===== config.mk =====
export PLATFORM = sky130hd
export DESIGN_NAME = rf_write_arbiter
export DESIGN_NICKNAME = d
export VERILOG_FILES = /design/src/rtl/rf_pkg.sv /design/src/rtl/rr_arb2.sv /design/src/rtl/rf_write_arbiter.sv
export SDC_FILE = /design/constraint.sdc
export NUM_CORES = 1
export LEC_CHECK = 0
export CAP_MARGIN = 20
export CORE_MARGIN = 8
export CORE_UTILIZATION = 37
export DETAILED_ROUTE_END_ITERATION = 10
export HOLD_SLACK_MARGIN = 0.05
export PLACE_DENSITY = 0.82
export SYNTH_ARGS = -nofsm -noshare
export SYNTH_HDL_FRONTEND = slang
export SYNTH_SLANG_ARGS = --single-unit

===== constraint.sdc =====
create_clock -name clk -period 4.55 [get_ports clk]
set_input_delay 1.365 -clock clk [delete_from_list [all_inputs] [get_ports clk]]
set_output_delay 1.365 -clock clk [all_outputs]
set_load 0.005 [all_outputs]

===== src/rtl/rf_pkg.sv =====
// rf_pkg: shared widths, requester indices and write-request type for register-file writeback.
package rf_pkg;
  localparam int RF_ADDR_W = 4;
  localparam int RF_DATA_W = 8;
  typedef enum logic {REQ_ALU = 1'b0, REQ_LD = 1'b1} req_idx_e;
  typedef struct packed {
    logic [RF_ADDR_W-1:0] addr;
    logic [RF_DATA_W-1:0] data;
  } wr_req_t;
endpackage


===== src/rtl/rr_arb2.sv =====
// rr_arb2: two-input round-robin arbiter with one-hot grant; priority passes to the loser after each grant.
module rr_arb2
  import rf_pkg::*;
(
  input  logic       clk,
  input  logic       reset,
  input  logic [1:0] req,
  output logic [1:0] gnt
);
  logic rr_ptr_q, rr_ptr_d;
  always_comb begin
    gnt = reset ? 2'b00 : (&req) ? (rr_ptr_q ? 2'b10 : 2'b01) : req;
    rr_ptr_d = (|gnt) ? gnt[REQ_ALU] : rr_ptr_q;
  end
  always_ff @(posedge clk) begin
    if (reset) rr_ptr_q <= 1'b0;
    else rr_ptr_q <= rr_ptr_d;
  end
endmodule


===== src/rtl/rf_write_arbiter.sv =====
// rf_write_arbiter: arbitrates ALU and load writebacks onto one register-file write port with a
// one-stage write buffer, forwards the buffered write onto both read paths and counts contention.
module rf_write_arbiter
  import rf_pkg::*;
#(
  parameter int ADDR_W   = RF_ADDR_W,
  parameter int DATA_W   = RF_DATA_W,
  parameter int ZERO_REG = 0
) (
  input  logic              clk,
  input  logic              reset,
  input  logic              alu_valid,
  input  logic [ADDR_W-1:0] alu_addr,
  input  logic [DATA_W-1:0] alu_data,
  output logic              alu_ready,
  input  logic              ld_valid,
  input  logic [ADDR_W-1:0] ld_addr,
  input  logic [DATA_W-1:0] ld_data,
  output logic              ld_ready,
  output logic              rf_wen,
  output logic [ADDR_W-1:0] rf_waddr,
  output logic [DATA_W-1:0] rf_wdata,
  input  logic [ADDR_W-1:0] read0_addr,
  input  logic [ADDR_W-1:0] read1_addr,
  input  logic [DATA_W-1:0] rf_read0_val,
  input  logic [DATA_W-1:0] rf_read1_val,
  output logic [DATA_W-1:0] read0_val_o,
  output logic [DATA_W-1:0] read1_val_o,
  output logic [7:0]        conflict_cnt
);
  logic [1:0]        gnt;
  logic              acc, drop;
  logic              wen_q, wen_d;
  logic [ADDR_W-1:0] sel_addr, waddr_q, waddr_d;
  logic [DATA_W-1:0] sel_data, wdata_q, wdata_d;
  logic [7:0]        cnt_q, cnt_d;

  rr_arb2 u_arb (
    .clk   (clk),
    .reset (reset),
    .req   ({ld_valid, alu_valid}),
    .gnt   (gnt)
  );

  always_comb begin
    alu_ready = gnt[REQ_ALU];
    ld_ready = gnt[REQ_LD];
    acc = |gnt;
    sel_addr = gnt[REQ_LD] ? ld_addr : alu_addr;
    sel_data = gnt[REQ_LD] ? ld_data : alu_data;
    drop = (ZERO_REG != 0) && (sel_addr == '0);
    wen_d = acc && !drop;
    waddr_d = acc ? sel_addr : waddr_q;
    wdata_d = acc ? sel_data : wdata_q;
    cnt_d = (alu_valid && ld_valid && cnt_q != 8'hFF) ? cnt_q + 8'd1 : cnt_q;
    // A write one cycle old has not landed yet, so the buffer overrides the array read.
    read0_val_o = (wen_q && waddr_q == read0_addr) ? wdata_q : rf_read0_val;
    read1_val_o = (wen_q && waddr_q == read1_addr) ? wdata_q : rf_read1_val;
    rf_wen = wen_q;
    rf_waddr = waddr_q;
    rf_wdata = wdata_q;
    conflict_cnt = cnt_q;
  end

  always_ff @(posedge clk) begin
    if (reset) begin
      wen_q <= 1'b0;
      waddr_q <= '0;
      wdata_q <= '0;
      cnt_q <= '0;
    end else begin
      wen_q <= wen_d;
      waddr_q <= waddr_d;
      wdata_q <= wdata_d;
      cnt_q <= cnt_d;
    end
  end
endmodule


==> results.ini <==
[status]
status = finished clean

[power]
pwr-share-seq = 0.418
p_int_uw = 387
swShare = 0.249
power_leakage_nw = 0.990
comb_power_share = 0.281
power.density_nw_per_um2 = 220
vdd_drop_max_uv = 218
p_sw_uw = 129
clkPwrFrac = 0.301

[critical_path]
path_class = input pin to primary output
crit_arrival_ps = 3120
slowest_delay_ps = 410
crit_slowest_cell = clkdlybuf4s50_1
required_ps = 3180
timing.critical_path.cells = clkdlybuf4s50_1, xor2_1, nor4_4, buf_6, buf_4, mux2_2, dlygate4sd2_1
r2r-end = conflict_cnt[1]
cpLargestDelayFamily = buffers and inverters
crit_fanout = 5
cp.depth = 7
end_kind = primary output
critPathLaunch = read1_addr[1]
worstRegToRegCells = 5
endpoint = read1_val_o[1]
start_kind = input pin
r2r_setup_slack_ps = 2970
worst-path-buf-inv = 4
r2r_start = conflict_cnt[0]

[synthesis]
synth_cell_type_count = 28
yosys_warnings = 0
synth_fp_nets = 189
synthCells = 136
synth_area_sq_um = 1290
ys_seq_elements = 22
synth_top_area_cell = dfxtp_1
synthTopCellsByArea = dfxtp_1, mux2_2, mux2i_1, a211oi_1, nor2_1
synth_area_per_cell_sq_um = 9.48
synth.top_cell.area_share = 0.342
ys_seq_area_frac = 0.342

[placed_design]
post-dp-hpwl_mm = 3.68
gp_congestion = 0.740
dpl_worst_slack_ps = -103
numPortBuffers = 90

[sta]
hold_violations = 0
setup-violations-final = 0
worstMarginPinSlew_ps = 897
rsz0062_at_grt = yes
fmaxAchievable_mhz = 223
min_period_over_period = 0.987
drv_slew = 0
finalClockSkew_ps = 11.5
fin_ws_ps = 60.2
holdWs_ps = 500
max_slew_margin = 0.401
layout_min_cycle_time_ps = 4490

[clock_network]
clk_pin_slew_worst_paths_ps = 130
cts_buffers = 3
htree_levels = 1
clkSinkCount = 22
cts_buffer_depth = 2
cts_hold_buf = 0
cts_tree = yes
clock_latency_ps = 320
clock-root-buffer = clkbuf_4

[drt]
ant_nets = 0
drtIter0Drc = 52
drtPass1Iterations = 4
vias = 1406
wire_per_inst_um = 16.4
wl_mm = 4.63
drc_errors = 0
vias_per_cell = 4.97

[global_route]
grt_pass1_vias = 1338
grt_overflow = 0
track_usage = 0.153
antenna_found_initial = 0
grt_pass1_wl_mm = 6.82
grt_max_degree = 26

[finish]
drive_gt1_frac = 0.160
final_util = 0.703
final_cell_mix = clkdlybuf4s50_1, dfxtp_1, nor2_1
syn_to_final_growth_pct = 82.1
mostFrequentLayoutCell = clkdlybuf4s50_1
nNetsFinal = 291
num_antenna_cells = 0

[hold_path]
holdCritPathClass = flop to flop

[floorplan]
initial_core_util = 0.386
core_sq_um = 3340
dieWidth_um = 75.0
io_pins = 91
die_y_um = 75.0
die_area_sq_um = 5630
num_rows = 21

[flow_run]
cap_violations = 0

[flip-flops by register name, summed over array words and instances, names as in the netlist]
name,flops
u_arb.rr_ptr_q,1
rf_waddr,4
conflict_cnt,8
rf_wdata,8
rf_wen,1
[tightest hold or removal path, stage by stage (launching register included)]
cell and delay [ps]:
dfxtp_1 340, nand2b_1 70, a21oi_1 60
[layout make-up]
cell class | instances | area (sq um)
clock buffers | 3 | 22.5
clock inverters | 1 | 30.0
fillers | 275 | 990
inverters | 2 | 7.51
multi-input cells | 107 | 820
flip-flops and latches | 22 | 440
well taps | 46 | 57.6
repair buffers | 102 | 970
[stage by stage]
step / TNS (ps) / instances / instance area (sq um) / power, mW
4_1_cts: -5.97 / 282 / 2340 / 0.519
3_3_place_gp: -468 / 273 / 2270 / 0.367
2_1_floorplan: 0 / 136 / 1290 / 0.272
5_1_grt: -42.4 / 283 / 2350 / 0.537
6_report: 0 / 283 / 2350 / 0.516
3_5_place_dp: -1170 / 273 / 2270 / 0.371
[cells by family after synthesis]
logic type,synth area share
buffers and inverters,0.0243
muxes,0.241
and+or+nand+nor,0.192
xor gates and xnor gates,0.0816
adders and majority gates,0.00971
DFF,0.342
AOI/OAI and AO/OA,0.110
[metal layers]
metal	vias to the layer above	global-route usage	wire [um]
li1	698	-	-
met1	643	0.184	1930
met2	61	0.251	2120
met3	4	0.0586	555
met4	0	0.0261	22
met5	-	0	0
[Yosys cell counts]
| master | count |
|---|---|
| xnor2_1 | 3 |
| nand2_1 | 4 |
| nor4_4 | 2 |
| nor2_1 | 21 |
| a21oi_1 | 3 |
| o2111ai_1 | 1 |
| a211oi_1 | 14 |
| and3_1 | 2 |
| clkbuf_1 | 3 |
| dfxtp_1 | 22 |
| mux2_2 | 16 |
| nand3b_1 | 1 |
| and4_1 | 2 |
| xor2_1 | 9 |
| nor3_1 | 4 |
| o211ai_1 | 1 |
| nor2b_1 | 1 |
| and2_1 | 1 |
| mux2i_1 | 13 |
| o21ai_0 | 1 |
| buf_2 | 1 |
| nand2b_1 | 2 |
| inv_1 | 2 |
| ha_1 | 1 |
| nor3b_1 | 1 |
| nand4_1 | 1 |
| buf_4 | 1 |
| nand3_1 | 3 |
[power by group through the flow]
| stage | Combinational (mW) | Clock [mW] | Sequential [mW] |
|---|---|---|---|
| 6_report | 0.145 | 0.155 | 0.216 |
| 5_1_grt | 0.156 | 0.163 | 0.218 |
| 4_1_cts | 0.146 | 0.158 | 0.216 |
| 3_5_place_dp | 0.151 | 0 | 0.220 |
| 3_3_place_gp | 0.148 | 0 | 0.219 |
| 2_1_floorplan | 0.0541 | 0 | 0.218 |
[how the worst min path moves through the flow]
stage / cells after the start / end / slack, ps / startpoint
finish: 2 / u_arb.rr_ptr_q / 500 / u_arb.rr_ptr_q
global route: 2 / u_arb.rr_ptr_q / 530 / u_arb.rr_ptr_q
CTS: 2 / u_arb.rr_ptr_q / 510 / u_arb.rr_ptr_q
detailed placement: 2 / u_arb.rr_ptr_q / 490 / u_arb.rr_ptr_q
global placement: 2 / u_arb.rr_ptr_q / 470 / u_arb.rr_ptr_q
floorplan: 2 / u_arb.rr_ptr_q / 460 / u_arb.rr_ptr_q
[repair_timing]
item	in CTS	in global routing
gates cloned	0	0
setup endpoints to repair	16	7
pin swaps	0	3
gates resized for setup	17	10
hold endpoints to repair	0	0
setup buffers	5	1
(Power assumes the default switching activity.)
==> patch (config.mk and constraints unchanged) <==
`ZERO_REG`: 0 -> 1.
--- a/src/rtl/rf_write_arbiter.sv
+++ b/src/rtl/rf_write_arbiter.sv
@@ -5,7 +5,7 @@
 #(
   parameter int ADDR_W   = RF_ADDR_W,
   parameter int DATA_W   = RF_DATA_W,
-  parameter int ZERO_REG = 0
+  parameter int ZERO_REG = 1
 ) (
   input  logic              clk,
   input  logic              reset,
Check against the original RTL: not equivalent (a bounded check fails within 4 cycles, from zero or initial values and one cycle with reset high).
==> patch against the unedited design <==
  * Sequential cell count unchanged
  * Cell count unchanged
  * Wire length decreased by 7.8%
  * First-iteration DRC count decreased by 19%
  * Non-clock buffer count decreased by 1
  * Worst setup slack improved by 0.020 ns
  * Total power decreased by 8.7%
  * Area after synthesis increased by 2.8%
  * Cell area increased by 1.4%
  * Sequential share of layout area decreased by 0.27 points
==> patch: results <==
synthesis:
  synth.top_cells.by_area: "sky130_fd_sc_hd__dfxtp_1, sky130_fd_sc_hd__mux2_2, sky130_fd_sc_hd__mux2i_1"
  synth-seq-area-share_pct: 33.24
  netlist_top_cells_count: "sky130_fd_sc_hd__dfxtp_1, sky130_fd_sc_hd__nor2_1, sky130_fd_sc_hd__mux2_2, sky130_fd_sc_hd__mux2i_1, sky130_fd_sc_hd__a211oi_1"
  synth_compound_gate_area_share_pct: 12.09
  xor_and_xnor_fraction_of_the_mapped_netlist_area_pct: 7.932
  syn-num-nets: 191
  syn-instance-count: 138
  yosys-mux-area-fraction_pct: 24.17
  post_synth_fa_ha_maj_area_fraction_pct: 0.9443
  synthDistinctLibCells: 29
cells_and_area:
  share_of_layout_cells_above_drive_strength_1_pct: 14.77
power_and_ir_drop:
  power_report.internal_total_mw: 0.3492
  clock_power_mw: 0.110
  power.static_leakage_nw: 1.034
  sw_share_pct: 25.89
placement:
  gp_congestion: 0.8100
  dp_hpwl_um: 3515
  dpl_worst_slack_ns: -0.06262
setup_path:
  worst-endpoint-arrival_ns: 3.10
  crit_path_end: "read1_val_o[6]"
  r2r_slack_ns: 3.07
global_routing:
  wire_length_of_the_first_global_routing_pass_um: 6741
  grt_pass1_vias: 1469
  global_route.usage.total_pct: 15.14
  grt_max_degree: 21
run_status:
  run_status: "completed"
clock_tree:
  path_clk_slew_ns: 0.11
routing:
  post_drt_via_cell_ratio: 4.905
  wire_per_inst_um: 15.08
sta:
  hold_slack_ns: 0.4962
==> patch: cell types whose count changed after synthesis, moves of 2 or more <==
cell	change
sky130_fd_sc_hd__nand4_1	+2
sky130_fd_sc_hd__o21ai_0	+2
sky130_fd_sc_hd__nor3_1	-4
sky130_fd_sc_hd__o211ai_1	+2
sky130_fd_sc_hd__nand3_1	-2
==> patch: layer usage <==
layer / track usage [%] / wire, um / vias to the layer above
met4: 3.838 / 38 / 0
met5: 0 / 0 / -
li1: - / - / 708
met3: 6.316 / 402 / 4
met2: 26.71 / 2154 / 48
met1: 16.15 / 1674 / 628
==> patch: final cells by class <==
| type | instances | area [um^2] |
|---|---|---|
| fill | 282 | 1008 |
| timing repair buffer | 101 | 993.5 |
| multi-input combinational | 107 | 842.1 |
| sequential | 22 | 440.4 |
| tap | 46 | 57.56 |
| clock buffer | 4 | 36.28 |
| inverter | 3 | 11.26 |
